==> config.mk <==
export PLATFORM = sky130hd
export DESIGN_NAME = xfire_serial_tx_flat
export DESIGN_NICKNAME = d
export VERILOG_FILES = /design/src/rtl/xfire_serial_tx_pkg.sv /design/src/rtl/xfire_serial_tx_if.sv /design/src/rtl/xfire_tick_gen.sv /design/src/rtl/xfire_serial_tx.sv /design/src/flat_wrapper.sv
export SDC_FILE = /design/constraint.sdc
export NUM_CORES = 1
export LEC_CHECK = 0
export ABC_AREA = 0
export BUFFER_PORTS_ARGS = -buffer_cell sky130_fd_sc_hd__buf_2
export CAP_MARGIN = 25
export CORE_AREA = 2 2 58 60
export CTS_BUF_LIST = sky130_fd_sc_hd__clkbuf_8
export CTS_CLUSTER_DIAMETER = 120
export CTS_CLUSTER_SIZE = 24
export DETAILED_ROUTE_END_ITERATION = 16
export DIE_AREA = 0 0 60 62
export PLACE_DENSITY = 0.89
export RECOVER_POWER = 25
export SYNTH_ARGS = -nofsm -noshare
export SYNTH_HDL_FRONTEND = slang
export SYNTH_SLANG_ARGS = --single-unit
==> constraint.sdc <==
create_clock -name clk -period 3.6 [get_ports clk]
set_input_delay 0.9 -clock clk [delete_from_list [all_inputs] [get_ports clk]]
set_output_delay 0.9 -clock clk [all_outputs]
set_load 0.02 [all_outputs]
==> src/rtl/xfire_serial_tx_pkg.sv <==
// ---------------------------------------------------------------------------
// xfire_serial_tx_pkg
//   Shared definitions for the xfire serial transmit path: FSM state encoding,
//   idle levels of the 3-wire link (also used by the receive side) and a
//   counter-width helper.
// ---------------------------------------------------------------------------
package xfire_serial_tx_pkg;

    typedef enum logic [1:0] {
        ST_IDLE  = 2'd0,
        ST_SHIFT = 2'd1,
        ST_HOLD  = 2'd2,
        ST_GAP   = 2'd3
    } state_t;

    // Idle levels of the mode-0 link.
    localparam logic CS_N_IDLE = 1'b1;
    localparam logic SCLK_IDLE = 1'b0;
    localparam logic SDO_IDLE  = 1'b0;

    // Width of a counter that runs 0..n-1, never narrower than one bit.
    function automatic int cnt_width(input int n);
        return (n > 1) ? $clog2(n) : 1;
    endfunction

endpackage

==> src/rtl/xfire_serial_tx_if.sv <==
// ---------------------------------------------------------------------------
// xfire_serial_tx_if
//   Valid/ready word handshake into the serializer.
//   tx_data  : word to transmit, sampled when tx_valid & tx_ready
//   tx_valid : tx_data is valid
//   tx_ready : serializer can accept a word this cycle
// ---------------------------------------------------------------------------
interface xfire_serial_tx_if #(
    parameter int DATA_WIDTH = 16
) ();
    logic [DATA_WIDTH-1:0] tx_data;
    logic                  tx_valid;
    logic                  tx_ready;

    modport master (output tx_data, output tx_valid, input  tx_ready);
    modport slave  (input  tx_data, input  tx_valid, output tx_ready);
endinterface

==> src/rtl/xfire_tick_gen.sv <==
// ---------------------------------------------------------------------------
// xfire_tick_gen
//   Half-period tick counter for the serial clock. Counts 0..CLK_DIV-1 while
//   enabled and pulses tick on the last count of each half period.
//   clk    : posedge clock
//   arst   : asynchronous reset, active-high
//   srst   : synchronous reset, active-high
//   enable : clock enable; low holds the count and suppresses tick
//   clear  : hold the count at zero (idle / inter-frame gap)
//   tick   : last cycle of the current half period
// ---------------------------------------------------------------------------
module xfire_tick_gen
    import xfire_serial_tx_pkg::*;
#(
    parameter int CLK_DIV = 4
) (
    input  logic clk,
    input  logic arst,
    input  logic srst,
    input  logic enable,
    input  logic clear,
    output logic tick
);
    localparam int                DIV_W    = cnt_width(CLK_DIV);
    localparam logic [DIV_W-1:0]  DIV_LAST = DIV_W'(CLK_DIV - 1);

    logic [DIV_W-1:0] div_cnt;

    assign tick = enable & ~clear & (div_cnt == DIV_LAST);

    // NOTE: sequential state is written only with <= so every flop samples
    // the pre-edge values of its neighbours, independent of block ordering.
    always_ff @(posedge clk or posedge arst) begin
        if (arst) begin
            div_cnt <= '0;
        end else if (srst) begin
            div_cnt <= '0;
        end else if (enable) begin
            if (clear || div_cnt == DIV_LAST) div_cnt <= '0;
            else                              div_cnt <= div_cnt + DIV_W'(1);
        end
    end
endmodule

==> src/rtl/xfire_serial_tx.sv <==
// ---------------------------------------------------------------------------
// xfire_serial_tx
//   Mode-0 serializer for the xfire digital top. Accepts a word over a
//   valid/ready handshake and shifts it out on cs_n/sclk/sdo, sdo changing
//   while sclk is low and sampled by the far end on sclk rising edges.
//   Frame: SHIFT (DATA_WIDTH bits, 2*CLK_DIV clk each), HOLD (CLK_DIV clk,
//   cs_n still low), GAP (IDLE_CYCLES clk, cs_n high) then back to IDLE.
//   clk        : posedge clock
//   arst       : asynchronous reset, active-high
//   srst       : synchronous reset, active-high (same effect as arst)
//   enable     : clock enable; low freezes all state and outputs
//   tx         : word handshake (slave side)
//   cs_n       : frame select, active-low, registered
//   sclk       : serial clock, idle low, registered
//   sdo        : serial data, registered
//   busy       : frame or inter-frame gap in progress
//   frame_done : one-cycle pulse on the first gap cycle of a completed frame
// ---------------------------------------------------------------------------
module xfire_serial_tx
    import xfire_serial_tx_pkg::*;
#(
    parameter int DATA_WIDTH  = 16,
    parameter int CLK_DIV     = 4,
    parameter int MSB_FIRST   = 1,
    parameter int IDLE_CYCLES = 2
) (
    input  logic               clk,
    input  logic               arst,
    input  logic               srst,
    input  logic               enable,
    xfire_serial_tx_if.slave   tx,
    output logic               cs_n,
    output logic               sclk,
    output logic               sdo,
    output logic               busy,
    output logic               frame_done
);
    localparam int               BIT_W    = $clog2(DATA_WIDTH + 1);
    localparam logic [BIT_W-1:0] BIT_LAST = BIT_W'(DATA_WIDTH - 1);
    localparam int               GAP_W    = cnt_width(IDLE_CYCLES);
    localparam logic [GAP_W-1:0] GAP_LAST = GAP_W'(IDLE_CYCLES - 1);

    state_t                state, state_n;
    logic [DATA_WIDTH-1:0] sreg, sreg_n;
    logic [BIT_W-1:0]      bit_cnt, bit_cnt_n;
    logic [GAP_W-1:0]      gap_cnt, gap_cnt_n;
    logic                  cs_n_n, sclk_n, sdo_n, frame_done_n;
    logic                  tick, handshake;

    // Bit that goes on the wire next, and the word with that bit consumed.
    function automatic logic first_bit(input logic [DATA_WIDTH-1:0] w);
        return (MSB_FIRST != 0) ? w[DATA_WIDTH-1] : w[0];
    endfunction

    function automatic logic [DATA_WIDTH-1:0] drop_bit(input logic [DATA_WIDTH-1:0] w);
        return (MSB_FIRST != 0) ? {w[DATA_WIDTH-2:0], 1'b0} : {1'b0, w[DATA_WIDTH-1:1]};
    endfunction

    assign tx.tx_ready = (state == ST_IDLE) & enable & ~srst;
    assign handshake   = tx.tx_valid & tx.tx_ready;
    assign busy        = (state != ST_IDLE);

    // The half-period counter only runs while a frame is on the wire, so
    // every frame starts at the beginning of a low phase.
    xfire_tick_gen #(.CLK_DIV(CLK_DIV)) u_tick_gen (
        .clk    (clk),
        .arst   (arst),
        .srst   (srst),
        .enable (enable),
        .clear  (state == ST_IDLE || state == ST_GAP),
        .tick   (tick)
    );

    // NOTE: every output of this block is given a default first, so no path
    // leaves a signal unassigned and no latch is inferred.
    always_comb begin
        state_n      = state;
        sreg_n       = sreg;
        bit_cnt_n    = bit_cnt;
        gap_cnt_n    = gap_cnt;
        cs_n_n       = cs_n;
        sclk_n       = sclk;
        sdo_n        = sdo;
        frame_done_n = 1'b0;

        unique case (state)
            ST_IDLE: begin
                cs_n_n = CS_N_IDLE;
                sclk_n = SCLK_IDLE;
                sdo_n  = SDO_IDLE;
                if (handshake) begin
                    state_n   = ST_SHIFT;
                    cs_n_n    = 1'b0;
                    sdo_n     = first_bit(tx.tx_data);
                    sreg_n    = drop_bit(tx.tx_data);
                    bit_cnt_n = '0;
                end
            end
            ST_SHIFT: begin
                if (tick) begin
                    if (!sclk) begin
                        sclk_n = 1'b1;
                    end else begin
                        // Falling edge: advance to the next bit, or finish.
                        sclk_n = 1'b0;
                        if (bit_cnt == BIT_LAST) begin
                            state_n = ST_HOLD;
                        end else begin
                            bit_cnt_n = bit_cnt + BIT_W'(1);
                            sdo_n     = first_bit(sreg);
                            sreg_n    = drop_bit(sreg);
                        end
                    end
                end
            end
            ST_HOLD: begin
                if (tick) begin
                    state_n      = ST_GAP;
                    cs_n_n       = CS_N_IDLE;
                    sdo_n        = SDO_IDLE;
                    frame_done_n = 1'b1;
                    bit_cnt_n    = '0;
                    gap_cnt_n    = '0;
                end
            end
            ST_GAP: begin
                if (gap_cnt == GAP_LAST) state_n   = ST_IDLE;
                else                     gap_cnt_n = gap_cnt + GAP_W'(1);
            end
            default: state_n = ST_IDLE;
        endcase
    end

    // NOTE: the shift register is reset along with the control state; it is
    // a single word, and a defined value keeps aborted frames reproducible.
    always_ff @(posedge clk or posedge arst) begin
        if (arst) begin
            state      <= ST_IDLE;
            sreg       <= '0;
            bit_cnt    <= '0;
            gap_cnt    <= '0;
            cs_n       <= CS_N_IDLE;
            sclk       <= SCLK_IDLE;
            sdo        <= SDO_IDLE;
            frame_done <= 1'b0;
        end else if (srst) begin
            state      <= ST_IDLE;
            sreg       <= '0;
            bit_cnt    <= '0;
            gap_cnt    <= '0;
            cs_n       <= CS_N_IDLE;
            sclk       <= SCLK_IDLE;
            sdo        <= SDO_IDLE;
            frame_done <= 1'b0;
        end else if (enable) begin
            state      <= state_n;
            sreg       <= sreg_n;
            bit_cnt    <= bit_cnt_n;
            gap_cnt    <= gap_cnt_n;
            cs_n       <= cs_n_n;
            sclk       <= sclk_n;
            sdo        <= sdo_n;
            frame_done <= frame_done_n;
        end
    end

`ifdef RTL_DEBUG
    logic [BIT_W:0] dbg_rises;

    always_ff @(posedge clk or posedge arst) begin
        if (arst)                             dbg_rises <= '0;
        else if (srst || (enable && handshake)) dbg_rises <= '0;
        else if (enable && sclk_n && !sclk)   dbg_rises <= dbg_rises + (BIT_W+1)'(1);
    end

    a_cs_n_idle: assert property (@(posedge clk) disable iff (arst)
        (state == ST_IDLE || state == ST_GAP) |-> cs_n);
    a_sdo_stable: assert property (@(posedge clk) disable iff (arst || srst)
        (sclk && $past(sclk)) |-> $stable(sdo));
    a_done_pulse: assert property (@(posedge clk) disable iff (arst || srst)
        (frame_done && enable) |=> !frame_done);
    a_rise_count: assert property (@(posedge clk) disable iff (arst)
        frame_done |-> (dbg_rises == (BIT_W+1)'(DATA_WIDTH)));
`endif
endmodule
==> src/flat_wrapper.sv <==
// flat-port wrapper written by rule: the top's interface ports become plain ports
module xfire_serial_tx_flat import xfire_serial_tx_pkg::*;
#(
    parameter int DATA_WIDTH  = 16,
    parameter int CLK_DIV     = 4,
    parameter int MSB_FIRST   = 1,
    parameter int IDLE_CYCLES = 2
)
  (clk, arst, srst, enable, cs_n, sclk, sdo, busy, frame_done, tx_tx_data, tx_tx_valid, tx_tx_ready);
  xfire_serial_tx_if #(.DATA_WIDTH(DATA_WIDTH)) tx_i ();
  input  logic clk;
  input  logic arst;
  input  logic srst;
  input  logic enable;
  output logic cs_n;
  output logic sclk;
  output logic sdo;
  output logic busy;
  output logic frame_done;
  input wire logic [$bits(tx_i.tx_data)-1:0] tx_tx_data;
  input wire logic [$bits(tx_i.tx_valid)-1:0] tx_tx_valid;
  output wire logic [$bits(tx_i.tx_ready)-1:0] tx_tx_ready;
  assign tx_i.tx_data = tx_tx_data;
  assign tx_i.tx_valid = tx_tx_valid;
  assign tx_tx_ready = tx_i.tx_ready;
  xfire_serial_tx #(.DATA_WIDTH(DATA_WIDTH), .CLK_DIV(CLK_DIV), .MSB_FIRST(MSB_FIRST), .IDLE_CYCLES(IDLE_CYCLES)) u_core (.clk(clk), .arst(arst), .srst(srst), .enable(enable), .tx(tx_i), .cs_n(cs_n), .sclk(sclk), .sdo(sdo), .busy(busy), .frame_done(frame_done));
endmodule
======== After elaboration in Yosys (flattened, before gate mapping) ========
Cells that the tools add are included.
W data, S select, Z words.
cells by class
  add/sub/neg operators ................... 3
  multiply operators ...................... 0
  div/mod/pow operators ................... 0
  order comparisons ....................... 0
  eq/ne operators ......................... 12
  shift operators ......................... 0
  mux-type cells .......................... 53
  bitwise gates (word level) .............. 7
  reduce and logical (&&, ||, !) cells .... 16
operators with widths
  kind                   number
  $mux W16               6
  $mux W5                7
  $pmux W16 S2           1
  $mux W1                22
  $mux W2                11
  $ne A3 B2 Y1 const B   6
  $pmux W5 S3            1
  $reduce_and A7 Y1      2
  $reduce_and A6 Y1      2
  $reduce_and A3 Y1      3
  $reduce_bool A3 Y1     3
  $pmux W2 S4            1
  $eq A2 B2 Y1 const B   3
  $pmux W1 S2            3
  $add A5 B1 Y5 const B  1
  $and A1 B1 Y1          5
  $eq A5 B4 Y1 const B   1
  $reduce_bool A2 Y1     2
  $reduce_bool A4 Y1     1
  $ne A3 B3 Y1 const B   1
  $pmux W1 S3            1
  $add A2 B1 Y2 const B  1
  $eq A2 B1 Y1 const B   1
  $logic_not A2 Y1       1
  3 further kinds        5
word-level totals
  register bits after elaboration ......... 30
  bits in latches ......................... 0
  memory bits (writable) .................. 0
  memory bits (read-only) ................. 0
  bits of input ports ..................... 21
  output and inout bits ................... 6
  word-level logic and storage cells ...... 100
  memories ................................ 0

======== Logic depth before layout (Yosys ltp) ========
  depth in word-level cells ............... 9
  gate-level depth with buffers ........... 8
  depth with buffers taken out ............ 7

======== Modules after synthesis ========
From an unflattened synthesis, not the netlist that was laid out.
second synthesis, totals
  cells, all modules ...................... 172
  area total of the unflattened synthesis .. 1,699.1 um2
modules (own cells, without submodules)
  module           times used  cells each  area an instance (um2)  seq. area each (um2)
  xfire_serial_tx  1           161         1,577.8                 676.9
  xfire_tick_gen   1           11          121.4                   50.0

======== Least setup slack after synthesis ========
No wires, ideal clock.
  path type ............................... input -> output
  from .................................... in enable
  to ...................................... out tx_tx_ready
  arrival time ............................ 1.842 ns
  data required time ...................... 2.700 ns
  path slack .............................. 0.858 ns
  stages on the path ...................... 3
  buffers on the path ..................... 2
  path through ............................ buf_4 > clkbuf_1 > nor3b_1
on the way
  word-level cells in the longest chain between the ends .. 2
RTL lines
  element                     RTL line               RTL
  start: declaration          flat_wrapper.sv:14     input logic enable;
  $and A1 B1 Y1 (2 in a row)  xfire_serial_tx.sv:59  assign tx.tx_ready = (state == ST_IDLE) & enable & ~srst;
  end: declaration            flat_wrapper.sv:22     output wire logic [$bits(tx_i.tx_ready)-1:0] tx_tx_ready;
Every way passes these cells.

======== Final worst setup path ========
  from .................................... in srst
  to ...................................... out tx_tx_ready
on the way
  word-level cells in the longest chain between the ends .. 2
RTL lines
  element             RTL line               RTL
  start: declaration  flat_wrapper.sv:13     input logic srst;
  $not A1 Y1          xfire_serial_tx.sv:59
  $and A1 B1 Y1       xfire_serial_tx.sv:59
Every way passes these cells.

==> summary.md <==
| Metric | Value |
|---|---|
| Status | `completed` |
| Pre-antenna DRT Iters | `6` |
| Critical path's largest stage delay | `550 ps` |
| Worst-Margin Slew | `1060 ps` |
| CTS tree | `yes` |
| Post-CTS Resized | `0` |
| Nets@finish | `232` |
| Area share of the largest cell type after synthesis | `38.0%` |
| Period utilisation layout | `73.9%` |
| PortBufs | `26` |
| Critical-path cell list | `buf_2, nor3b_1, buf_2` |
| Net Count, Synth | `209` |
| Routed wire length | `3.59 mm` |
| Vias/cell | `5.80` |
| CP endpoint kind | `output port` |
| Post-DR wirelength/cell | `14.4 µm` |
| Power Density | `445 nW/µm²` |
| Non-filler cells, final | `250` |
| Yosys warns | `0` |
| Largest net degree at the start of global routing | `35` |
| Count of final setup violators | `0` |
| DR iter-0 viols | `86` |
| Ys flop type | `dfrtp_1` |
| Initial antenna violation count | `0` |
| Storage element area | `727 µm²` |
| Max-Cap Viols | `0` |
| Dpl hpwl | `2.42 mm` |
| Max-slew violations | `0` |
| Most instantiated cells after synthesis | `28 x dfrtp_1, 23 x nor2_1, 16 x mux2i_1` |
| Min cycle time layout | `2660 ps` |
| VDD IR-drop max | `0.000313 V` |
| Vias in the first global route | `1439` |
| Overall power | `0.000933 W` |
| Clock root buffer | `clkbuf_8` |
| Post-synthesis sequential area ratio | `39.5%` |
| Worst path bufs/invs | `2` |
| Vias | `1450` |
| Synthesis-stage register bit count | `29` |
| CP most frequent cell | `buf_2` |
| Setup Skew | `3.59 ps` |
| # diodes | `0` |
| Hold buffers post-CTS | `0` |
| Synth Cell Area | `1840 µm²` |
| Area Growth Syn to Fin | `13.9%` |
| Synth area leader | `dfrtp_1` |
| Post-synth EDFFs | `0` |
| Core area | `3180 µm²` |
| Hold violation total from the final report | `0` |
| Top-count cell post-synth | `dfrtp_1` |
| Gr ovfl total | `0` |
| Layout cell share with drive strength beyond 1 | `27.0%` |
| CP max FO | `34` |
| Kind of critical path | `input pin to output port` |
| Routability cong. | `0.895` |
| Leak | `0.899 nW` |
| Placement-stage worst setup slack | `924 ps` |
| HP Class | `flop to flop` |
| Postcts setup bufs | `0` |
| Slowest stage cell, crit path | `buf_2` |
| Worst endpoint data arrival time | `1760 ps` |
| Final ANT Viol Nets | `0` |
| Synth top area cells | `dfrtp_1 38%, a211oi_2 9.5%, mux2i_1 8.7%` |
| Clk slew on worst S/H paths | `60 ps` |
| Die outline height | `62 µm` |
| Relative max-transition margin | `29.3%` |
| Filler cells | `265` |
| Die Wd | `60 µm` |
| Residual DRC | `0` |
| F_max | `376 MHz` |
| I/O pins | `27` |
| RSZ-0062 raised after global routing | `false` |
| Rows | `21` |
| Gate Count Post-Synth | `180` |
| Global-route wire length before repair | `6.28 mm` |
| Fraction of registers with async set/reset | `100%` |
| Die area | `3720 µm²` |
| Avg Cell Area, Syn | `10.2 µm²` |
| Setup_tns | `0 ps` |
| Critical Path RT | `2700 ps` |
| Worst path top cell family by delay | `buffers and inverters` |
| Clock latency at the later pin of the worst-skew pair | `290 ps` |
| Clock tree buffer depth | `2` |
| Total GRT Usage | `23.0%` |
| Area of the multi-input gates | `1020 µm²` |
| Starting utilization of the core area | `57.9%` |
| H-tree Lvls | `2` |
| Placed Instances | `242` |
| CTS sink count | `29` |
| Yosys cell types | `41` |
| Final worst setup slack | `941 ps` |
| CTS Buf Count | `5` |
| CP startpoint kind | `input pin` |
kinds of logic (layout without fill, tap and decap cells):
logic type	count (synthesis)	after routing	share of synthesized area (%)
and+or+nand+nor	65	65	19.8
AOI/OAI and AO/OA	42	42	21.4
DFF	29	29	39.5
buffers and inverters	20	44	5.23
muxes	16	16	8.70
adders and majority gates	8	8	5.43
per-layer routing:
layer / part of all wire, % / track usage [%] / up-vias
met5: 0 / 0 / -
met4: 1.9 / 8.57 / 0
met3: 5.8 / 5.80 / 9
met2: 48 / 40.1 / 51
met1: 44 / 27.5 / 692
li1: - / - / 698
final timing paths:
kind	end	start	depth (start not counted)	slack, ps
setup / recovery	tx_tx_ready	srst	3	940
hold / removal	u_core.gap_cnt	u_core.gap_cnt	2	530
setup reg to reg	u_core.sreg[12]	u_core.state[1]	7	1180
hold reg to reg	u_core.gap_cnt	u_core.gap_cnt	2	530
max in group asynchronous	u_core.gap_cnt	arst	3	1720
min in group asynchronous	u_core.bit_cnt[0]	arst	2	580
layout make-up:
type                    count  share of cell area [%]
multi-input cells         131                    48.5
flip-flops and latches     29                    34.6
repair buffers             29                    7.10
clock buffers               6                    3.94
well taps                  46                    2.74
clock inverters             2                    1.79
inverters                   7                    1.25
stage by stage:
stage | util, % | hold slack (ps) | instance area, µm²
after floorplan | - | 461 | 1840
after global placement | 62.1 | 488 | 1970
after detailed placement | 63.0 | 495 | 2000
after CTS | 66.7 | 523 | 2120
after global routing | 66.0 | 557 | 2100
final | 66.0 | 527 | 2100
placed cells by master (no fill, tap or decap), types with 2 or more instances in the layout:
master,count
dfrtp_1,28
buf_2,26
nor2_1,23
mux2i_1,16
a211oi_2,14
nand2b_1,12
a21oi_1,8
ha_1,8
inv_1,7
nand2_1,6
clkbuf_8,6
nand4_1,4
nor3b_1,3
a41oi_1,3
o21ai_0,3
nand4b_1,3
nand3_1,3
nand3b_1,2
o22ai_1,2
a21bo_2,2
and3_1,2
nor3_1,2
buf_4,2
worst min-delay path, stage by stage (launching register included):
cell,delay [ps]
dfrtp_1,330
mux2i_1,70
nor2_1,80
sequential cells by signal, summed over array words and instances, names as in the netlist:
| signal | flops |
|---|---|
| u_core.frame_done | 1 |
| u_core.sclk | 1 |
| u_core.state | 2 |
| u_core.u_tick_gen.div_cnt | 2 |
| u_core.sdo | 1 |
| u_core.sreg | 15 |
| u_core.cs_n | 1 |
| u_core.gap_cnt | 1 |
| u_core.bit_cnt | 5 |
power breakdown:
part	internal (W)	leakage, nW	switching, W	total, W
registers	0.000351	0.394	0.0000149	0.000366
clock network	0.000225	0.0574	0.000134	0.000359
logic	0.0000818	0.447	0.000127	0.000209
(Power assumes the default switching activity.)
